File: src/rtl/bictr_sched_pkg.sv
// Shared types and constants for the shared-counter interval scheduler.
package bictr_sched_pkg;

  typedef enum logic [1:0] {
    IDLE = 2'd0,
    LOAD = 2'd1,
    RUN  = 2'd2,
    DONE = 2'd3
  } state_e;

  localparam logic DIR_UP = 1'b1;
  localparam logic DIR_DN = 1'b0;

  // Requester-index width; a single requester bit is never narrower than 1.
  function automatic int calc_idx_w(input int n);
    return (n > 2) ? $clog2(n) : 1;
  endfunction

endpackage

File: src/rtl/bictr_dcnto_core.sv
// Up/down counter with load, enable and a dynamic terminal-count compare.
module bictr_dcnto_core #(
  parameter int width = 8
) (
  input  logic             clk,
  input  logic             reset,
  input  logic [width-1:0] data,
  input  logic [width-1:0] count_to,
  input  logic             up_dn,
  input  logic             load,
  input  logic             cen,
  output logic [width-1:0] count,
  output logic             tercnt
);

  logic [width-1:0] count_q;
  logic [width-1:0] count_d;

  // Load has priority over enable; arithmetic wraps modulo 2^width.
  always_comb begin
    count_d = count_q;
    if (load) begin
      count_d = data;
    end else if (cen) begin
      count_d = up_dn ? (count_q + width'(1)) : (count_q - width'(1));
    end
  end

  always_ff @(posedge clk) begin
    if (reset) begin
      count_q <= '0;
    end else begin
      count_q <= count_d;
    end
  end

  assign count  = count_q;
  assign tercnt = (count_q == count_to);

endmodule

File: src/rtl/bictr_timer_sched.sv
// Round-robin scheduler sharing one up/down interval counter between requesters.
//   state | meaning
//   IDLE  | no interval active; arbitrate among pending requests
//   LOAD  | program counter start value from the latched length/direction
//   RUN   | count toward the terminal value (pause freezes, abort cancels)
//   DONE  | one-cycle completion pulse to the granted requester
module bictr_timer_sched
  import bictr_sched_pkg::*;
#(
  parameter int width   = 8,
  parameter int NUM_REQ = 4
) (
  input  logic                     clk,
  input  logic                     reset,
  input  logic [NUM_REQ-1:0]       req,
  input  logic [NUM_REQ*width-1:0] req_len,
  input  logic [NUM_REQ-1:0]       req_dir,
  input  logic                     pause,
  input  logic                     abort,
  output logic [NUM_REQ-1:0]       gnt,
  output logic [NUM_REQ-1:0]       done,
  output logic                     busy,
  output logic [width-1:0]         count,
  output logic                     tercnt
);

  localparam int IDX_W = calc_idx_w(NUM_REQ);

  state_e             state_q, state_d;
  logic [IDX_W-1:0]   ptr_q, ptr_d;
  logic [IDX_W-1:0]   idx_q, idx_d;
  logic [width-1:0]   len_q, len_d;
  logic               dir_q, dir_d;
  logic [NUM_REQ-1:0] gnt_q, gnt_d;
  logic [NUM_REQ-1:0] done_q, done_d;
  logic               busy_q, busy_d;

  logic               hi_found;
  logic [IDX_W-1:0]   hi_win;
  logic [IDX_W-1:0]   lo_win;
  logic [IDX_W-1:0]   win;
  logic [IDX_W-1:0]   ptr_nxt;
  logic [width-1:0]   len_sel;
  logic               dir_sel;
  logic [NUM_REQ-1:0] win_oh;
  logic [NUM_REQ-1:0] idx_oh;

  logic [width-1:0]   cnt_data;
  logic [width-1:0]   cnt_to;
  logic               cnt_load;
  logic               cnt_cen;

  // Lowest requester at or above the pointer wins; otherwise wrap to the lowest overall.
  always_comb begin
    hi_found = 1'b0;
    hi_win   = '0;
    lo_win   = '0;
    for (int j = NUM_REQ - 1; j >= 0; j--) begin
      if (req[j] && (IDX_W'(j) >= ptr_q)) begin
        hi_found = 1'b1;
        hi_win   = IDX_W'(j);
      end
      if (req[j]) begin
        lo_win = IDX_W'(j);
      end
    end
    win     = hi_found ? hi_win : lo_win;
    ptr_nxt = (win == IDX_W'(NUM_REQ - 1)) ? '0 : (win + IDX_W'(1));
  end

  always_comb begin
    len_sel = '0;
    dir_sel = 1'b0;
    win_oh  = '0;
    idx_oh  = '0;
    for (int j = 0; j < NUM_REQ; j++) begin
      if (win == IDX_W'(j)) begin
        len_sel   = req_len[j*width +: width];
        dir_sel   = req_dir[j];
        win_oh[j] = 1'b1;
      end
      if (idx_q == IDX_W'(j)) begin
        idx_oh[j] = 1'b1;
      end
    end
  end

  always_comb begin
    state_d = state_q;
    ptr_d   = ptr_q;
    idx_d   = idx_q;
    len_d   = len_q;
    dir_d   = dir_q;
    gnt_d   = gnt_q;
    done_d  = '0;
    case (state_q)
      IDLE: begin
        if (|req) begin
          state_d = LOAD;
          idx_d   = win;
          len_d   = len_sel;
          dir_d   = dir_sel;
          ptr_d   = ptr_nxt;
          gnt_d   = win_oh;
        end
      end
      LOAD: begin
        if (abort) begin
          state_d = IDLE;
          gnt_d   = '0;
        end else begin
          state_d = RUN;
        end
      end
      RUN: begin
        // abort outranks terminal count, which outranks pause
        if (abort) begin
          state_d = IDLE;
          gnt_d   = '0;
        end else if (tercnt) begin
          state_d = DONE;
          done_d  = idx_oh;
        end
      end
      DONE: begin
        state_d = IDLE;
        gnt_d   = '0;
      end
      default: begin
        state_d = IDLE;
        gnt_d   = '0;
      end
    endcase
    busy_d = (state_d != IDLE);
  end

  always_ff @(posedge clk) begin
    if (reset) begin
      state_q <= IDLE;
      ptr_q   <= '0;
      idx_q   <= '0;
      len_q   <= '0;
      dir_q   <= DIR_DN;
      gnt_q   <= '0;
      done_q  <= '0;
      busy_q  <= 1'b0;
    end else begin
      state_q <= state_d;
      ptr_q   <= ptr_d;
      idx_q   <= idx_d;
      len_q   <= len_d;
      dir_q   <= dir_d;
      gnt_q   <= gnt_d;
      done_q  <= done_d;
      busy_q  <= busy_d;
    end
  end

  // Up intervals run 0 -> len, down intervals run len -> 0.
  assign cnt_data = (dir_q == DIR_DN) ? len_q : '0;
  assign cnt_to   = (dir_q == DIR_UP) ? len_q : '0;
  assign cnt_load = (state_q == LOAD);
  assign cnt_cen  = (state_q == RUN) && !tercnt && !pause;

  bictr_dcnto_core #(
    .width(width)
  ) u_core (
    .clk     (clk),
    .reset   (reset),
    .data    (cnt_data),
    .count_to(cnt_to),
    .up_dn   (dir_q),
    .load    (cnt_load),
    .cen     (cnt_cen),
    .count   (count),
    .tercnt  (tercnt)
  );

  assign gnt  = gnt_q;
  assign done = done_q;
  assign busy = busy_q;

endmodule

File: config.mk
export PLATFORM = sky130hd
export DESIGN_NAME = bictr_timer_sched
export DESIGN_NICKNAME = d
export VERILOG_FILES = /design/src/rtl/bictr_sched_pkg.sv /design/src/rtl/bictr_dcnto_core.sv /design/src/rtl/bictr_timer_sched.sv
export SDC_FILE = /design/constraint.sdc
export NUM_CORES = 1
export LEC_CHECK = 0
export ABC_AREA = 1
export CELL_PAD_IN_SITES_DETAIL_PLACEMENT = 0
export CELL_PAD_IN_SITES_GLOBAL_PLACEMENT = 1
export CORE_MARGIN = 2
export CORE_UTILIZATION = 33
export CTS_CLUSTER_SIZE = 8
export DETAILED_ROUTE_END_ITERATION = 8
export PLACE_DENSITY_LB_ADDON = 0.1
export REMOVE_ABC_BUFFERS = 1
export SYNTH_ARGS = -nofsm -noshare
export SYNTH_HDL_FRONTEND = slang
export SYNTH_SLANG_ARGS = --single-unit
File: constraint.sdc
create_clock -name clk -period 2.9 [get_ports clk]
set_input_delay 0.58 -clock clk [delete_from_list [all_inputs] [get_ports clk]]
set_output_delay 0.58 -clock clk [all_outputs]
set_load 0.1 [all_outputs]
# --- Word-level counts from Yosys, hierarchy flattened ---
# Cells that the tools add are included.
op_classes:
  n_addsub: 3
  multipliers: 0
  n_div: 0
  order_cmp: 4
  eq_ne: 12
  n_shift: 0
  mux: 43
  n_bitwise: 2
  reduce_logical: 18
ops:
  columns: ["cell", "n"]
  rows:
  - ["8-bit two-way mux", 9]
  - ["2-bit two-way mux", 14]
  - ["1-bit two-way mux", 16]
  - ["2-bit == test (second input constant)", 6]
  - ["4-bit one-hot mux with 3 select lines", 1]
  - ["8-bit by 1-bit adder with 8-bit output (second input constant)", 1]
  - ["8-bit == test", 1]
  - ["4-bit two-way mux", 2]
  - ["2-bit one-hot mux with 4 select lines", 1]
  - ["4-bit OR reduction", 2]
  - ["8-bit by 1-bit subtractor with 8-bit output (second input constant)", 1]
  - ["2-bit by 1-bit == test with 1-bit output (second input constant)", 3]
  - ["1-bit logical AND", 6]
  - ["2-bit logical NOT", 3]
  - ["1-bit by 2-bit greater-or-equal comparator with 1-bit output (first input constant)", 2]
  - ["2-bit greater-or-equal comparator (first input constant)", 2]
  - ["2-bit AND reduction", 2]
  - ["2-bit nonzero test", 2]
  - ["2-bit by 1-bit adder with 2-bit output (second input constant)", 1]
  - ["1-bit logical NOT", 2]
  - ["2-bit by 1-bit inequality test with 1-bit output (second input constant)", 1]
  - ["2-bit inequality test (second input constant)", 1]
  - ["1-bit NOT", 2]
  - ["2-bit OR reduction", 1]
word_totals:
  ff_bits: 32
  latch_bits: 0
  mem_bits_rw: 0
  romBits: 0
  in_bits: 44
  word_cells: 91
  mem_count: 0

# --- Longest topological paths before layout ---
# Gate-level depths: netlist of the first run.
logic_depth:
  ltp_word: 12
  mapped_depth: 14

# --- Cells and area by module ---
# A second synthesis of the first run with hierarchy kept.
hier_totals:
  cells_unflattened: 331
  hier_area_um2: 2250.9
by_module_without_submodules:
  columns: ["module", "n_inst", "cells_per_inst", "area_per_inst_um2", "seq_area_each_um2"]
  rows:
  - ["bictr_timer_sched", 1, 220, 1485.2, 480.5]
  - ["bictr_dcnto_core", 1, 111, 765.7, 160.2]

# --- Worst setup path before layout of the first run ---
# OpenSTA, ideal clock, no wires.
synth_path:
  path_type: "reg2out"
  from: "register u_core.count_q[0], in the netlist u_core.count[0]"
  to: "output port tercnt"
  t_arrival_ps: 2127
  slack_ps: 193
  stages_incl_launch_ff: 7
  path_buffers: 0
  cell_sequence: "dfxtp_1 -> nand3_2 -> nand2_1 -> nand2_1 -> nor2_1 -> nand2_2 -> inv_1"
synth_between:
  elab_chain_cells: 1
synth_lines:
  columns: ["item", "line", "rtl"]
  rows:
  - ["start, declared", "bictr_dcnto_core.sv:16", "logic [width-1:0] count_q;"]
  - ["start signal, assigned", "bictr_dcnto_core.sv:33", "count_q <= count_d;"]
  - ["8-bit == test", "bictr_dcnto_core.sv:38", "assign tercnt = (count_q == count_to);"]
  - ["end, declared", "bictr_timer_sched.sv:24", "output logic tercnt"]
# No other way between the ends.

# --- Worst setup path after layout of the first run ---
layout_path:
  from: "input port req[2]"
  to: "register len_q[4]"
layout_between:
  elab_chain_cells: 10
layout_lines:
  columns: ["item", "line", "rtl"]
  rows:
  - ["start, declared", "bictr_timer_sched.sv:15", "input logic [NUM_REQ-1:0] req,"]
  - ["1-bit logical AND", "bictr_timer_sched.sv:59", "if (req[j] && (IDX_W'(j) >= ptr_q)) begin"]
  - ["2-bit two-way mux / 1-bit two-way mux (equally long branches) (3 in a row)", "bictr_timer_sched.sv:59", null]
  - ["2-bit two-way mux", "bictr_timer_sched.sv:67", "win = hi_found ? hi_win : lo_win;"]
  - ["2-bit logical NOT", "bictr_timer_sched.sv:77", "if (win == IDX_W'(j)) begin"]
  - ["8-bit two-way mux (4 in a row)", "bictr_timer_sched.sv:77", null]
  - ["end signal, assigned", "bictr_timer_sched.sv:151", "len_q <= len_d;"]
  - ["end, declared", "bictr_timer_sched.sv:32", "logic [width-1:0] len_q, len_d;"]
# Several ways; a longest one is shown, not always the timed one.
# A chain may end at the register's enable or synchronous reset.

==> results by group, run 1 <==
Outcome
  – Outcome: complete, no violations

Finish
  – Synthesis-to-layout area growth: 35.2%
  – Final Cell Area: roughly 3000 um^2
  – Nets@finish: 455
  – Post-route insts no fill: approximately 470
  – Antenna diodes: 0
  – Multi-input logic area: 1330 um^2
  – Register Area: 641 um^2
  – Layout cells sized above 1: 0.123
  – Filler Cells Inserted: between 600 and 700

Logic synthesis
  – Syn Inst Count: 329
  – Area leader, netlist: dfxtp_1
  – Synth area leaders: dfxtp_1 29%, nand2_1 14%, a21oi_1 8.0%, ha_1 8.0%, o21ai_0 6.2%
  – Mapped Area: 2180 um^2
  – Sequential area share after synthesis: 0.294
  – Warnings, synthesis: 0
  – Synth cell count leaders: 82 x nand2_1, 35 x a21oi_1, 32 x dfxtp_1, 32 x inv_1, 31 x nor2_1
  – Post-synth EDFFs: 0
  – Asr flop ratio synth: 0
  – Top_reg_cell synth: dfxtp_1
  – #FFs+latches synth: 32
  – Synth Area per Inst: about 6.6 um^2
  – Area share of the largest cell type after synthesis: 0.294
  – Post-synthesis cell type count: 31
  – Most common cell in the netlist: nand2_1

Detailed routing
  – Met1 WL: 2.95 mm
  – DR pass1 iterations: 5
  – Final ANT Viol Nets: 0
  – Drt first-iter violations: 74
  – Drt drc: 0
  – DR top layer: met4
  – Routed vias: 2,235
  – Drt via density: between 4 and 5
  – Met2 WL: 2.46 mm
  – Wire per inst: about 12 um
  – Met3 wire length: 247 um
  – WL final: 5.70 mm

Clocking
  – CTS tree: yes
  – PostCTS Resize Cnt: 0
  – # clock sinks: 32
  – H-tree lvl count: 2
  – CTS Hold Bufs: 0
  – CTS Buffer Depth: 2
  – CTS root buffer: clkbuf_8
  – Worst-path clk slew: 0.08 ns
  – # Post-CTS Setup Buffers: 0
  – Clk_lat worst skew: around 0.29 ns
  – Num CTS Buffers: 5

Pwr
  – Pleak: 0.00133 uW
  – Switching portion of total power: 0.445
  – Int Pwr: 976 uW
  – Logic pwr share: 0.481
  – Power Density: approximately 600 nW/um^2
  – Seq pwr share: 0.317
  – Power share of the clock group: 0.202
  – Worst vdd ir: roughly 0.26 mV
  – Sw power: 783 uW

Global route
  – Initial antenna violation count: 0
  – Largest net degree at the start of global routing: 20
  – GRT Util Overall: 0.164
  – Total gr overflow: 0
  – Vias in the first global route: 2,131
  – First-pass GRT wire length: a little under 10 mm

STA
  – Slew at the pin closest to its max-slew limit: 0.532 ns
  – Setup TNS: 0 ns
  – Final worst path period need: 2.50 ns
  – Max Clock Freq: 400 MHz
  – RSZ-0062 raised after global routing: no
  – Worst hold slack: roughly 0.47 ns
  – Period utilization: 0.863
  – Max Slew Vio Count: 0
  – Hold Vio Cnt, Final: 0
  – Slew HR: 0.646
  – Clock skew: 0.0141 ns
  – Final number of setup-violating endpoints: 0

Flow run
  – Max-cap violations: 0

Worst setup path
  – Crit Path Max Fanout: 9
  – Kind of critical path: primary input to flip-flop
  – R2r worst-path depth: 12
  – Critical Path RT: 3.11 ns
  – CP Data Arrival Time: around 2.7 ns
  – CP Launch Type: primary input
  – CP Capture Type: flip-flop

Placed design
  – Placed insts: 466
  – Placed Area: around 2900 um^2
  – GP Congestion: 0.813
  – Hpwl dp: around 4.5 mm
  – Buffers on Ports: 61

Hold path
  – HP Class: flip-flop to flip-flop
  – Hold Crit Depth: 1

Die
  – Die H: 85.3 um
  – Placeable core area: 6390 um^2
  – Die area: approximately 7300 um^2
  – # rows: 29
  – IO Pins: 62
  – Die W: 85.3 um
  – Initial Utilization: 0.341
power by group through the flow:
| stage | sequential (uW) | clock (uW) | combinational (uW) |
|---|---|---|---|
| 2_1_floorplan | 708 | 0 | 445 |
| 3_3_place_gp | 567 | 0 | 849 |
| 3_5_place_dp | 567 | 0 | 848 |
| 4_1_cts | 557 | 366 | 853 |
| 5_1_grt | 568 | 390 | 941 |
| 6_report | 557 | 356 | 846 |
cell usage in the layout (no fill, tap or decap):
cell / synthesis / layout
clkinv_4: 1 / 2
o21ai_1: 7 / 7
nand3_2: 3 / 3
inv_1: 32 / 32
a21oi_1: 35 / 35
or2_2: 1 / 1
xnor2_1: 3 / 3
a22o_1: 1 / 1
ha_1: 14 / 14
nor3b_2: 1 / 1
xor2_1: 1 / 1
fa_1: 1 / 1
and3_2: 1 / 1
nor2_1: 31 / 31
nand2_2: 4 / 4
clkbuf_8: 0 / 5
nand3_1: 19 / 19
clkinvlp_4: 0 / 2
nand3b_1: 2 / 2
nand4_1: 3 / 3
nor3_1: 4 / 4
o21ai_0: 27 / 27
a22oi_1: 9 / 9
clkinv_1: 1 / 1
o21a_1: 1 / 1
nor4_2: 1 / 1
buf_4: 0 / 28
buf_12: 1 / 1
clkdlybuf4s50_1: 0 / 43
nand2_1: 82 / 82
dfxtp_1: 32 / 32
final timing paths:
path,start,endpoint,slack (ns)
min,idx_q[1],done[0],0.47
max,req[2],len_q[4],0.40
max reg2reg,ptr_q[1],len_q[4],0.76
min reg2reg,idx_q[1],done[0],0.47
flip-flops by register name, summed over array words and instances (netlist names):
register,count
done,4
ptr_q,2
idx_q,2
dir_q,1
gnt,4
state_q,2
len_q,8
u_core.count,8
busy,1
per-layer routing:
layer / global-route usage / vias up
met5: 0 / -
met4: 0.0505 / 0
met3: 0.0370 / 2
met2: 0.256 / 48
met1: 0.224 / 960
li1: - / 1225
worst max-delay path: stages:
cell and delay, ns:
clkdlybuf4s50_1 0.44, inv_1 0.10, a21oi_1 0.05, nor2_1 0.12, inv_1 0.06, o21ai_0 0.34
ha_1 0.25, inv_1 0.04, nor2_1 0.08, buf_4 0.17, a22oi_1 0.07, o21ai_0 0.19
nand2_1 0.08, a21oi_1 0.13
cell type report:
class,instances,share of cell area
clock buffer,5,0.0233
clock inverter,3,0.00806
inverter,34,0.0450
multi-input combinational,251,0.450
sequential,32,0.217
tap,77,0.0327
timing repair buffer,72,0.224
cells by family after synthesis:
group	Yosys count	synth area share
adders and majority gates	15	0.0895
xor gates and xnor gates	4	0.0161
DFF	32	0.294
AOI/OAI and AO/OA	80	0.197
and+or+nand+nor	152	0.306
buffers and inverters	46	0.0981
stage by stage:
stage | setup WS, ns | util | total power [uW]
after floorplan | 0.193 | - | 1150
after global placement | 0.134 | 0.447 | 1420
after detailed placement | 0.0856 | 0.447 | 1420
after CTS | 0.384 | 0.462 | 1780
after global routing | 0.0608 | 0.462 | 1900
final | 0.398 | 0.462 | 1760
Note: power is estimated with default switching activity, not from simulation.
==> run 2: changes to the inputs <==
clock period = 2.7 ns   (was 2.9 ns; I/O delays follow)
==> run 2 against run 1 <==
Effect of this change:
- sequential share of layout area is 0.49 points lower
- via count increased by 1.8%
- global-route usage about the same
- clock-buffer cell count unchanged
- combinational power up 10%
- setup slack lost 0.12 ns
- critical endpoint is now len_q[3]
- largest cell class unchanged
==> results by group, run 2 (synthesis gave the netlist of run 1 again) <==
Outcome
  – Outcome: complete, no violations

Placed design
  – Hpwl dp: 4.48 mm (+0.38%)
  – Placed insts: 475 (+1.9%)
  – Placed Area: 2920 um^2 (+2.4%)
  – Buffers on Ports: 61 (unchanged)
  – GP Congestion: 0.804 (-1.1%)

Worst setup path
  – CP Data Arrival Time: 2.60 ns (-0.12 ns)
  – Kind of critical path: primary input to flip-flop
  – Crit Path Max Fanout: 9 (unchanged)
  – Critical Path RT: 2.88 ns (-0.23 ns)
  – CP Capture Type: flip-flop
  – CP Launch Type: primary input

Clocking
  – CTS Hold Bufs: 0 (unchanged)
  – Worst-path clk slew: 0.07 ns (about the same)
  – # Post-CTS Setup Buffers: 0 (unchanged)
  – # clock sinks: 32 (unchanged)
  – Num CTS Buffers: 5 (unchanged)
  – CTS root buffer: clkbuf_8
  – H-tree lvl count: 2 (unchanged)
  – Clk_lat worst skew: 0.29 ns (about the same)
  – CTS tree: yes
  – CTS Buffer Depth: 2 (unchanged)
  – PostCTS Resize Cnt: 0 (unchanged)

Global route
  – Vias in the first global route: 2,097 (-1.6%)
  – GRT Util Overall: 0.164 (about the same)
  – First-pass GRT wire length: 9.62 mm (-1.1%)
  – Largest net degree at the start of global routing: 20 (unchanged)
  – Initial antenna violation count: 0 (unchanged)
  – Total gr overflow: 0 (unchanged)

Detailed routing
  – Drt first-iter violations: 80 (+8.1%)
  – DR pass1 iterations: 4 (-1)
  – Final ANT Viol Nets: 0 (unchanged)
  – Wire per inst: 11.8 um (-2.0%)
  – WL final: 5.70 mm (-0.12%)
  – Routed vias: 2,275 (+1.8%)
  – Drt drc: 0 (unchanged)
  – Drt via density: 4.71 (-0.11%)

STA
  – Clock skew: 0.00480 ns (-0.00933 ns)
  – Max Slew Vio Count: 0 (unchanged)
  – Hold Vio Cnt, Final: 0 (unchanged)
  – RSZ-0062 raised after global routing: no
  – Final worst path period need: 2.42 ns
  – Slew HR: 0.639 (-0.00616)
  – Slew at the pin closest to its max-slew limit: 0.541 ns (+0.00923 ns)
  – Final number of setup-violating endpoints: 0 (unchanged)
  – Max Clock Freq: 413 MHz
  – Period utilization: 0.897

Hold path
  – HP Class: flip-flop to flip-flop

Die
  – Initial Utilization: 0.341 (unchanged)
  – Placeable core area: 6390 um^2 (unchanged)
  – Die area: 7280 um^2 (unchanged)
  – Die H: 85.3 um (unchanged)
  – # rows: 29 (unchanged)
  – Die W: 85.3 um (unchanged)
  – IO Pins: 62 (unchanged)

Pwr
  – Pleak: 0.00137 uW (+3.4%)
  – Power Density: 634 nW/um^2 (+6.2%)
  – Worst vdd ir: 0.320 mV (+24%)

Finish
  – Nets@finish: 464 (+2.0%)
  – Antenna diodes: 0 (unchanged)
  – Most common cell after layout, fill and taps aside: nand2_1
  – Most frequent cells in the layout: 82 x nand2_1, 43 x clkdlybuf4s50_1, 37 x buf_4, 35 x a21oi_1
  – Post-route insts no fill: 483 (+1.9%)
  – Synthesis-to-layout area growth: 38.3%
  – Final Cell Area: 3020 um^2 (+2.3%)
  – Filler Cells Inserted: 701 (+1.7%)
  – Layout cells sized above 1: 0.143 (+0.0194)

Flow run
  – Max-cap violations: 0 (unchanged)
## run 2: report_power, final
group          switching (uW)  internal, uW
logic                     577           357
registers                67.9           528
clock network             199           182
## run 2: path summary, 6_finish.rpt
check / start / end / slack [ns] / depth (start not counted)
min reg2reg: gnt[2] / gnt[2] / 0.47 / 2
max reg2reg: ptr_q[1] / len_q[3] / 0.63 / 13
max: req[0] / len_q[3] / 0.28 / 16
min: gnt[2] / gnt[2] / 0.47 / 2
## run 2: through the flow
step                      hold slack, ns  total power, uW  setup TNS [ns]  setup slack (ns)  utilization
after floorplan                    0.423             1240               0            0.0333            -
after global placement             0.460             1540           -1.33            -0.182        0.458
after detailed placement           0.460             1550           -1.15            -0.153        0.458
after CTS                          0.472             1930               0             0.155        0.472
after global routing               0.487             2070               0           0.00808        0.472
final                              0.471             1910               0             0.279        0.472
## run 2: worst max-delay path: stages
cell and delay (ns):
clkdlybuf4s50_1 0.47, inv_1 0.06, nor3_1 0.20, nor2_1 0.09, nand2_1 0.07, a21oi_1 0.05
nor3b_2 0.18, inv_1 0.08, ha_1 0.21, inv_1 0.05, nor2_1 0.03, buf_4 0.16
a22oi_1 0.13, o21ai_0 0.11, nand2_1 0.10, a21oi_1 0.07
## run 2: cell type report
type / count / area (um^2) / area share
multi-input cells: 251 / 1330 / 0.440
well taps: 77 / 96.3 / 0.0319
clock buffers: 5 / 68.8 / 0.0228
inverters: 34 / 133 / 0.0440
repair buffers: 81 / 728 / 0.241
flip-flops and latches: 32 / 641 / 0.212
clock inverters: 3 / 23.8 / 0.00788
## run 2: layer usage
layer | up-vias | routed length (um) | GRT usage
met1 | 980 | 2880 | 0.222
met4 | 0 | 97 | 0.0606
met3 | 7 | 235 | 0.0272
met5 | - | 0 | 0
met2 | 47 | 2490 | 0.260
li1 | 1241 | - | -
